[config.mk]
export PLATFORM = sky130hd
export DESIGN_NAME = arbitro_memoria_datos
export DESIGN_NICKNAME = d
export VERILOG_FILES = /design/src/rtl/arbitro_memoria_datos.sv
export SDC_FILE = /design/constraint.sdc
export NUM_CORES = 1
export LEC_CHECK = 0
export ABC_AREA = 1
export CAP_MARGIN = 30
export CELL_PAD_IN_SITES_DETAIL_PLACEMENT = 1
export CELL_PAD_IN_SITES_GLOBAL_PLACEMENT = 1
export CORE_ASPECT_RATIO = 1.2
export CORE_MARGIN = 2
export CORE_UTILIZATION = 26
export CTS_BUF_LIST = sky130_fd_sc_hd__clkbuf_16
export CTS_CLUSTER_DIAMETER = 30
export DETAILED_ROUTE_END_ITERATION = 16
export PLACE_DENSITY_LB_ADDON = 0.1
export SYNTH_ARGS = -nofsm -noshare
export SYNTH_HDL_FRONTEND = slang
export SYNTH_SLANG_ARGS = --single-unit
[constraint.sdc]
create_clock -name clk -period 1.67 [get_ports clk]
set_clock_uncertainty 0.15 [all_clocks]
set_input_delay 0.334 -clock clk [delete_from_list [all_inputs] [get_ports clk]]
set_output_delay 0.334 -clock clk [all_outputs]
set_load 0.01 [all_outputs]
[src/rtl/arbitro_memoria_datos.sv]
// Arbiter/sequencer in front of the data memory. Port 0 is the CPU load/store
// stage and port 1 is the debug/dump port. The block accepts one request at a
// time, rejects illegal addresses and drives the memory strobes for one write
// cycle or for RD_LAT read cycles. Read data comes back as a one-cycle rvalid pulse.
//
//   state | meaning
//   IDLE  | waiting for a request; the winner's fields are latched on leaving
//   ISSUE | gnt pulse; err, the write strobe or the first read cycle
//   RWAIT | read strobe held until RD_LAT cycles have elapsed
//   RESP  | rvalid pulse on the selected port
module arbitro_memoria_datos #(
    parameter int          RD_LAT    = 1,
    parameter logic [31:0] ADDR_MAX  = 32'd1020,
    parameter bit          PRIO_FIJA = 1'b0
) (
    input  logic        clk,
    input  logic        rst_n,
    input  logic        m0_req,
    input  logic        m0_we,
    input  logic        m0_byte,
    input  logic [31:0] m0_ad,
    input  logic [31:0] m0_di,
    output logic        m0_gnt,
    output logic        m0_err,
    output logic        m0_rvalid,
    output logic [31:0] m0_rdata,
    input  logic        m1_req,
    input  logic        m1_we,
    input  logic        m1_byte,
    input  logic [31:0] m1_ad,
    input  logic [31:0] m1_di,
    output logic        m1_gnt,
    output logic        m1_err,
    output logic        m1_rvalid,
    output logic [31:0] m1_rdata,
    output logic [31:0] mem_ad,
    output logic [31:0] mem_di,
    output logic        mem_we,
    output logic        mem_re,
    output logic        mem_byte_l,
    output logic        mem_byte_s,
    input  logic [31:0] mem_do
);

    typedef enum logic [1:0] {IDLE, ISSUE, RWAIT, RESP} state_t;

    state_t      state, state_nxt;
    logic        sel;
    logic        last;
    logic        op_we;
    logic        op_byte;
    logic [31:0] op_ad;
    logic [31:0] op_di;
    logic [1:0]  cnt;
    logic        winner;
    logic        illegal;
    logic        capture;
    logic        gnt_any;
    logic        err_any;
    logic        rvalid_any;

    // Pick the winning port: a lone request wins; on a tie, fixed or round-robin.
    always_comb begin
        winner = 1'b0;
        if (m0_req && m1_req) begin
            winner = PRIO_FIJA ? 1'b0 : ~last;
        end else if (m1_req) begin
            winner = 1'b1;
        end
    end

    assign illegal = (op_ad > ADDR_MAX) || (!op_byte && (op_ad[1:0] != 2'b00));

    // State register.
    always_ff @(posedge clk or negedge rst_n) begin
        if (!rst_n) begin
            state <= IDLE;
        end else begin
            state <= state_nxt;
        end
    end

    // Next-state and strobe decode.
    always_comb begin
        state_nxt  = state;
        gnt_any    = 1'b0;
        err_any    = 1'b0;
        rvalid_any = 1'b0;
        capture    = 1'b0;
        mem_we     = 1'b0;
        mem_re     = 1'b0;
        mem_byte_s = 1'b0;
        mem_byte_l = 1'b0;
        case (state)
            IDLE: begin
                if (m0_req || m1_req) begin
                    state_nxt = ISSUE;
                end
            end
            ISSUE: begin
                gnt_any = 1'b1;
                if (illegal) begin
                    err_any   = 1'b1;
                    state_nxt = IDLE;
                end else if (op_we) begin
                    mem_we     = 1'b1;
                    mem_byte_s = op_byte;
                    state_nxt  = IDLE;
                end else begin
                    mem_re     = 1'b1;
                    mem_byte_l = op_byte;
                    if (RD_LAT == 1) begin
                        capture   = 1'b1;
                        state_nxt = RESP;
                    end else begin
                        state_nxt = RWAIT;
                    end
                end
            end
            RWAIT: begin
                mem_re     = 1'b1;
                mem_byte_l = op_byte;
                if (cnt == 2'(RD_LAT - 1)) begin
                    capture   = 1'b1;
                    state_nxt = RESP;
                end
            end
            RESP: begin
                rvalid_any = 1'b1;
                state_nxt  = IDLE;
            end
            default: begin
                state_nxt = IDLE;
            end
        endcase
    end

    assign m0_gnt    = gnt_any & ~sel;
    assign m1_gnt    = gnt_any & sel;
    assign m0_err    = err_any & ~sel;
    assign m1_err    = err_any & sel;
    assign m0_rvalid = rvalid_any & ~sel;
    assign m1_rvalid = rvalid_any & sel;
    assign mem_ad    = op_ad;
    assign mem_di    = op_di;

    // Latch the winner's request fields and remember it for round-robin.
    always_ff @(posedge clk or negedge rst_n) begin
        if (!rst_n) begin
            sel     <= 1'b0;
            last    <= 1'b1;
            op_we   <= 1'b0;
            op_byte <= 1'b0;
            op_ad   <= 32'h0;
            op_di   <= 32'h0;
        end else if (state == IDLE && (m0_req || m1_req)) begin
            sel     <= winner;
            last    <= winner;
            op_we   <= winner ? m1_we   : m0_we;
            op_byte <= winner ? m1_byte : m0_byte;
            op_ad   <= winner ? m1_ad   : m0_ad;
            op_di   <= winner ? m1_di   : m0_di;
        end
    end

    // Read-latency counter: starts at 1 in ISSUE, counts up through RWAIT.
    always_ff @(posedge clk or negedge rst_n) begin
        if (!rst_n) begin
            cnt <= 2'd0;
        end else if (state == ISSUE) begin
            cnt <= 2'd1;
        end else if (state == RWAIT) begin
            cnt <= cnt + 2'd1;
        end
    end

    // Capture read data on the last read cycle; each port keeps its last response.
    always_ff @(posedge clk or negedge rst_n) begin
        if (!rst_n) begin
            m0_rdata <= 32'h0;
            m1_rdata <= 32'h0;
        end else if (capture) begin
            if (sel) begin
                m1_rdata <= mem_do;
            end else begin
                m0_rdata <= mem_do;
            end
        end
    end

endmodule

# == Yosys cells after proc, flatten, opt, wreduce, memory -nomap -nowiden ==
# Cells that the tools add are included.
# totals
in_bits,168
ff_bits,136
word_cells,69
# classes
order_cmp,1
eq_ne,5
bitwise,8
n_reduce_logical,13
add_sub_neg,1
mux,31
# ops
op,n
$mux W32,2
$gt A32 B10 Y1 const B,1
$mux W1,19
$mux W2,6
$pmux W2 S4,1
$and A1 B1 Y1,6
$pmux W1 S2,3
$reduce_and A2 Y1,3
$eq A2 B2 Y1 const B,2
$logic_not A2 Y1,2
$ne A2 B2 Y1 const B,2
$reduce_bool A2 Y1,2
$logic_and A1 B1 Y1,3
$add A2 B1 Y2 const B,1
$eq A2 B1 Y1 const B,1
$logic_or A1 B1 Y1,2
$not A1 Y1,2
$logic_not A1 Y1,1

# == Logic depth before layout (Yosys ltp) ==
# Gate-level depths: netlist of the first run.
# logic_depth
ltp_word,6
mapped_depth,11
ltp_nobuf,10

# == Worst setup path before layout of the first run ==
# OpenSTA, ideal clock, no wires.
# synth_path
kind,flip-flop to output port
start,reg state[0]
end,out mem_byte_l
t_required_ns,1.186
path_slack_ns,-0.244
path_stages_with_launch,7
path_buffers,1
arrival_ns,1.430
path_cell_list,dfrtp_1 > inv_1 > ha_1 > clkbuf_1 > inv_1 > a21oi_1 > and2_1
# synth_between
elab_chain_cells,2
word_cells_on_any_way,3
cone_classes,eq/ne: 2; mux: 1
# synth_rtl
item,line_no,text
start: declaration,47,"state_t state, state_nxt;"
start signal: assignment,79,state <= state_nxt;
$eq A2 B2 Y1 or $eq A2 B1 Y1 (tied branches),94,case (state)
$pmux W1 S2 *,94,
end: declaration,40,"output logic mem_byte_l,"
# Every way passes the cells marked *; elsewhere a longest branch is shown, timed or not.

# == Worst setup path after layout of the first run ==
# layout_path
start,reg op_ad[11] (netlist: mem_ad[11])
end,out mem_byte_l
# layout_between
elab_chain_cells,4
# layout_rtl
item,line_no,text
start: declaration,52,logic [31:0] op_ad;
start signal: assignment,161,op_ad <= winner ? m1_ad : m0_ad;
$gt A32 B10 Y1,72,assign illegal = (op_ad > ADDR_MAX) || (!op_byte && (op_ad[1:0] != 2'b00));
$logic_or A1 B1 Y1,72,
$mux W1,102,if (illegal) begin
$pmux W1 S2,94,
# No other way between the ends.

==> results of run 1 <==
registers in the layout (all words and copies together) (netlist names), named ones only:
register  flops
mem_ad       32
last          1
sel           1
state         1
cnt           2
m1_rdata     32
mem_di       32
op_we         1
m0_rdata     32
op_byte       1
kinds of logic after synthesis:
kind of cell / Yosys count / share of synthesized area
AO/OA/AOI/OAI: 80 / 0.0791
adder cells (fa/ha/maj): 5 / 0.0102
buffers and inverters: 79 / 0.0598
flip-flops: 136 / 0.553
multiplexers: 1 / 0.00163
AND/OR/NAND/NOR: 433 / 0.296
through the flow:
stage | area [um2] | cells | setup WS, ns | TNS, ns
finish | 11900 | 1453 | -0.796 | -34.50
global route | 11900 | 1452 | -0.935 | -50.94
detailed placement | 10300 | 1389 | -0.704 | -42.65
global placement | 10300 | 1389 | -0.695 | -41.42
floorplan | 6230 | 734 | -0.128 | -4.10
CTS | 11600 | 1447 | -0.860 | -38.12
worst max path at each step:
stage | end | slack [ns] | depth (start not counted)
detailed placement | mem_byte_l | -0.70 | 9
finish | mem_byte_l | -0.80 | 10
global placement | mem_byte_l | -0.69 | 9
global route | m1_err | -0.93 | 10
floorplan | mem_byte_l | -0.13 | 8
CTS | mem_byte_l | -0.86 | 10
final cells by class:
type	instances	area (um2)	area share
inverters	23	91.3	0.00770
multi-input cells	519	3030	0.255
diodes	1	2.50	0.000211
repair buffers	429	4360	0.367
flip-flops and latches	136	3410	0.287
clock inverters	13	155	0.0131
clock buffers	17	425	0.0359
well taps	315	394	0.0332
cell usage in the layout, fill, tap and decap left out, types with 4 or more instances in the layout:
| cell type | netlist | final |
|---|---|---|
| nor2_1 | 86 | 26 |
| clkbuf_16 | 0 | 19 |
| nand2_2 | 1 | 4 |
| clkdlybuf4s50_1 | 0 | 166 |
| buf_12 | 0 | 23 |
| clkbuf_2 | 0 | 9 |
| nor2_2 | 1 | 31 |
| dfrtp_1 | 135 | 134 |
| a31oi_4 | 0 | 10 |
| buf_2 | 15 | 14 |
| nor2_4 | 0 | 30 |
| o22ai_1 | 6 | 5 |
| inv_1 | 21 | 12 |
| dlygate4sd2_1 | 0 | 97 |
| nand2_1 | 271 | 266 |
| inv_2 | 2 | 9 |
| buf_16 | 0 | 6 |
| o21ai_2 | 0 | 9 |
| buf_4 | 0 | 62 |
| buf_6 | 7 | 37 |
| nand4_1 | 65 | 65 |
| a31oi_1 | 60 | 46 |
| a31oi_2 | 0 | 4 |
| buf_8 | 0 | 8 |
what timing repair did:
action / 4_1_cts / 5_1_grt
gates resized for setup: 348 / 134
endpoints found under the hold margin: 135 / 0
setup endpoints to repair: 265 / 170
setup buffers: 24 / 18
pin swaps: 24 / 11
gates cloned: 8 / 2
hold buffers: 1 / 0
per-layer routing:
layer | GRT usage | part of all wire
met1 | 0.246 | 0.40
met2 | 0.361 | 0.51
met3 | 0.0710 | 0.072
met4 | 0.0518 | 0.015
met5 | 0 | 0.00043
power by group:
part | leakage, nW | internal (mW) | switching (mW)
Sequential | 1.51 | 4.29 | 0.644
Clock | 0.284 | 2.33 | 1.47
Combinational | 3.42 | 4.85 | 4.63
worst reg2reg max path, delay by kind of cell, from the launching register on:
kind,cells,cell delay [ns]
buffers and inverters,3,0.50
AND/OR/NAND/NOR,10,0.93
flip-flops,1,0.38
==> key figures, run 1 <==
Outcome
  – Outcome: complete, but fails checks
  – Failing checks: negative setup slack

Floorplanning
  – I/O pin total: 306
  – Core region area: 0.0232 mm2
  – Initial Util: 0.265
  – DIE WIDTH: 144 um
  – Num rows: 61
  – Die area: 0.0249 mm2
  – DIE HEIGHT: 173 um

Timing
  – Rel. slew slack: 0.781
  – Worst Max-Slew Pin Slew: 0.329 ns
  – Setup ws final: -0.796 ns
  – Final worst path period share: 1.48
  – Fin. Hold Viols: 0
  – RSZ-0062 raised after global routing: yes
  – Final Critical Period: 2.47 ns
  – Peak Freq: 405 MHz
  – Min Hold Slack: 0.165 ns
  – Final count of pins violating max slew: 0
  – # setup viols final: 139

Setup path
  – Crit-path max cell delay: 0.38 ns
  – Worst EP required: 1.19 ns
  – Crit-path most repeated cell: nor2_2
  – Critical-path cell list: nor2_1 -> nand2_1 -> nor2_2 -> nand2_2 -> nor2_2 -> buf_4 -> nand3_4 -> a21oi_4 -> and2_4 -> buf_6
  – FF-to-FF path depth: 13
  – Worst r2r src: mem_ad[11]
  – WP data arrival: 1.98 ns
  – Top delay family on crit path: simple AND/OR/NAND/NOR gates
  – Reg-to-Reg End: m0_rdata[1]
  – Setup CP Type: reg -> out
  – CP max FO: 2
  – Reg2reg setup slack: -0.39 ns
  – CP max-delay cell: dfrtp_1
  – Crit start category: register
  – CP Capture Type: output pin
  – CP Buf/Inv Count: 2
  – Setup crit start: mem_ad[11]

Placed design
  – Port bufs: 305
  – Routability congestion estimate: 0.776
  – Hpwl dp: 18200 um

Logic synthesis
  – Post-synth EDFFs: 0
  – Most instantiated library cell after synthesis: nand2_1
  – Synth top area cells: dfrtp_1, nand2_1, nand4_1, a31oi_1, nor2_1
  – Post-Synthesis Cells: 734
  – Post-synth top cells: nand2_1, dfrtp_1, nor2_1, nand4_1, a31oi_1
  – Synth Flop Type: dfrtp_1
  – Synth unique cells: 26
  – Net count after synthesis: 907
  – Syn. warnings: 0
  – Post-synthesis sequential area ratio: 0.553
  – Top cell type's share of synthesized area: 0.549
  – Avg Cell Area, Syn: 8.38 um2
  – Synthesized cell area: 0.00615 mm2
  – Async SR Flop Fraction: 1.00
  – Leading area contributor after synthesis: dfrtp_1
  – Synthesis-stage register bit count: 136

Final layout
  – Fillers: 2674
  – Layout cell share with drive strength beyond 1: 0.268
  – Layout net count: 1299
  – Layout area overhead: 92.7%
  – Final core occ: 0.511

Routing
  – DRT Wirelength: 25600 um
  – Drt first-iter violations: 203
  – Post-DR vias/cell: 4.64
  – Avg WL per Cell: 17.6 um
  – Drt first pass iters: 4
  – ANT nets after route: 0
  – Vias: 6736
  – Remaining DRCs: 0

GRT
  – Pin count of the biggest net entering global routing: 46
  – First-pass GRT wire length: 40200 um
  – Remaining Overflow, GRT: 0
  – Vias in the first global route: 7186
  – Initial antenna violation count: 1
  – Tot GR Track Use: 0.208

Clock network
  – Max clock buf depth: 2
  – CTS tree: built
  – Clock-pin slew on the worst setup and hold paths: 0.06 ns
  – CTS root buf: clkbuf_16
  – TritonCTS Buffers: 17
  – Clk sinks: 136
  – Clock Latency Late Sink: 0.42 ns
  – CTS H-tree lvls: 4

Power and ir drop
  – Maximum vdd drop: 784 uV
  – Tot Pwr: 18.2 mW
  – P_leak: 5.21 nW
  – Pwr Density: 1540 mW/mm2

Flow run
  – Max-cap viol count: 0

Worst hold path
  – Hold Path Class: in -> async
No activity file was read; power rests on OpenSTA's default activity.
==> run 2, diff against run 1 <==
CORE_MARGIN = not set   (was 2)
==> run 2 against run 1 <==
Utilization grew 0.20 points. Clock-buffer cell count is the same. Final cell count grew 0.34%. Flip-flop and latch count is the same. First-iteration DRC count shrank 13%. Global-route usage grew 0.30 points. Critical path depth shrank 1. The flow still finishes with violations (negative setup slack).
==> key figures, run 2 (same netlist as run 1, synthesis figures left out) <==
Routing
  – Avg WL per Cell: 17.3 um
  – Remaining DRCs: 0
  – Post-DR vias/cell: 4.60
  – Drt first pass iters: 4
  – ANT nets after route: 0
  – Drt first-iter violations: 177
  – Vias: 6708
  – DRT Wirelength: 25200 um

Setup path
  – Crit start category: register
  – Setup crit start: mem_ad[11]
  – CP Capture Type: output pin
  – CP max FO: 2
  – Setup CP Type: reg -> out
  – CP max-delay cell: dfrtp_1
  – Crit-path max cell delay: 0.39 ns
  – CP Buf/Inv Count: 1
  – Worst EP required: 1.19 ns
  – Top delay family on crit path: simple AND/OR/NAND/NOR gates
  – Critical-path cell list: nor2_1 -> nand2_1 -> nor2_1 -> nand2_1 -> nor2_2 -> nand3_2 -> a21oi_4 -> and2_4 -> buf_6
  – WP data arrival: 1.84 ns
  – Worst r2r src: mem_ad[11]

Final layout
  – Layout area overhead: 93.5%
  – Layout net count: 1305
  – Commonest non-fill, non-tap cell in the layout: nand2_1
  – Fin cells: 1458
  – Commonest cells after routing, fill and taps aside: nand2_1, clkdlybuf4s50_1, dfrtp_1
  – Layout cell share with drive strength beyond 1: 0.267
  – Ant. Diodes: 0

Clock network
  – Max clock buf depth: 2
  – CTS H-tree lvls: 4
  – TritonCTS Buffers: 17
  – Clock Latency Late Sink: 0.42 ns
  – Clock-pin slew on the worst setup and hold paths: 0.06 ns
  – CTS root buf: clkbuf_16
  – CTS tree: built
  – Clk sinks: 136

Power and ir drop
  – Clock group share of total power: 0.203
  – P_leak: 5.24 nW
  – Pint: 11.3 mW
  – Reg power frac: 0.275
  – Combinational fraction of design power: 0.523
  – Maximum vdd drop: 759 uV
  – Sw Ratio: 0.373
  – Pwr Density: 1520 mW/mm2
  – P_sw: 6.74 mW

Placed design
  – Placed instance count: 1399
  – Port bufs: 305
  – Routability congestion estimate: 0.800
  – Hpwl dp: 17700 um

Timing
  – Final worst path period share: 1.39
  – # setup viols final: 140
  – Final count of pins violating max slew: 0
  – Rel. slew slack: 0.782
  – Min Hold Slack: 0.163 ns
  – Peak Freq: 429 MHz
  – Setup ws final: -0.659 ns
  – Final Critical Period: 2.33 ns
  – Fin. Hold Viols: 0
  – RSZ-0062 raised after global routing: yes
  – Worst Max-Slew Pin Slew: 0.326 ns

Floorplanning
  – Initial Util: 0.265
  – Die area: 0.0243 mm2
  – Core region area: 0.0232 mm2
  – Num rows: 61
  – DIE HEIGHT: 171 um
  – DIE WIDTH: 142 um
  – I/O pin total: 306

GRT
  – Vias in the first global route: 7132
  – Initial antenna violation count: 2
  – First-pass GRT wire length: 39100 um
  – Pin count of the biggest net entering global routing: 49
  – Tot GR Track Use: 0.211
  – Remaining Overflow, GRT: 0

Worst hold path
  – Hold Path Class: in -> async

Outcome
  – Failing checks: negative setup slack
  – Outcome: complete, but fails checks

Flow run
  – Max-cap viol count: 0
-- run 2: cell count changes in the layout (fill, tap and decap cells not counted), sizes merged --
cell and delta:
clkinv +1, buf +10, dlygate4sd2 +2, bufinv -1, diode -1, clkbuf -6
-- run 2: final cells by class --
class,instances,area (um2)
Clock buffer,17,425
Clock inverter,13,131
Fill cell,2682,11300
Inverter,23,91.3
Multi-Input combinational cell,519,2990
Sequential cell,136,3400
Tap cell,315,394
Timing Repair Buffer,435,4470
-- run 2: routing by layer --
metal	part of all wire	wire length [um]	vias to the layer above	track usage
met5	0.00064	16	-	0
met4	0.025	617	2	0.0837
met3	0.074	1870	37	0.0683
met2	0.51	12900	207	0.374
met1	0.39	9810	3209	0.233
li1	-	-	3253	-
-- run 2: repair_timing --
item	CTS	global route
buffers inserted	28	17
hold endpoints to repair	135	0
hold buffers	1	0
gates cloned	10	1
gates resized for setup	348	130
endpoints found under the setup margin	270	164
pin swaps	33	16
-- run 2: path summary, 6_finish.rpt --
path,to,slack (ns),cells past startpoint
max in group asynchronous,last,0.64,3
min in group clk,m0_rdata[20],0.31,2
hold / removal,m0_rdata[6],0.16,2
setup / recovery,mem_byte_l,-0.66,9
setup reg to reg,m1_rdata[22],-0.28,12
hold reg to reg,m0_rdata[20],0.31,2
-- run 2: worst reg2reg max path: stages, from the launching register on --
cell and delay [ns]:
dfrtp_1 0.39, nor2_1 0.11, nand2_1 0.09, nor2_1 0.09, nand2_1 0.08, nor2_2 0.12, nand3_2 0.11, buf_4 0.18
nand2_8 0.11, nand3_4 0.10, buf_12 0.18, nand2_1 0.08, nand2_1 0.05
-- run 2: per-stage QoR --
step / setup TNS (ns) / worst slack [ns] / instance area, um2 / utilization / total power [mW]
after floorplan: -4.10 / -0.128 / 6230 / - / 7.70
after global placement: -43.14 / -0.678 / 10400 / 0.447 / 12.3
after detailed placement: -45.70 / -0.701 / 10400 / 0.447 / 12.4
after CTS: -33.98 / -0.736 / 11700 / 0.503 / 17.7
after global routing: -46.82 / -0.793 / 11900 / 0.513 / 19.1
final: -29.96 / -0.659 / 11900 / 0.513 / 18.0
-- run 2: power groups by stage --
stage	clock, mW	combinational, mW	sequential [mW]
CTS	3.76	9.09	4.83
global route	3.87	10.1	5.08
finish	3.66	9.44	4.95
global placement	0	7.53	4.81
detailed placement	0	7.53	4.87
floorplan	0	2.39	5.32
==> run 3, diff against run 2 <==
CAP_MARGIN = not set   (was 30)
==> results of run 3 <==
Same layout as run 2: the final DEF is identical, and so are final timing and power.
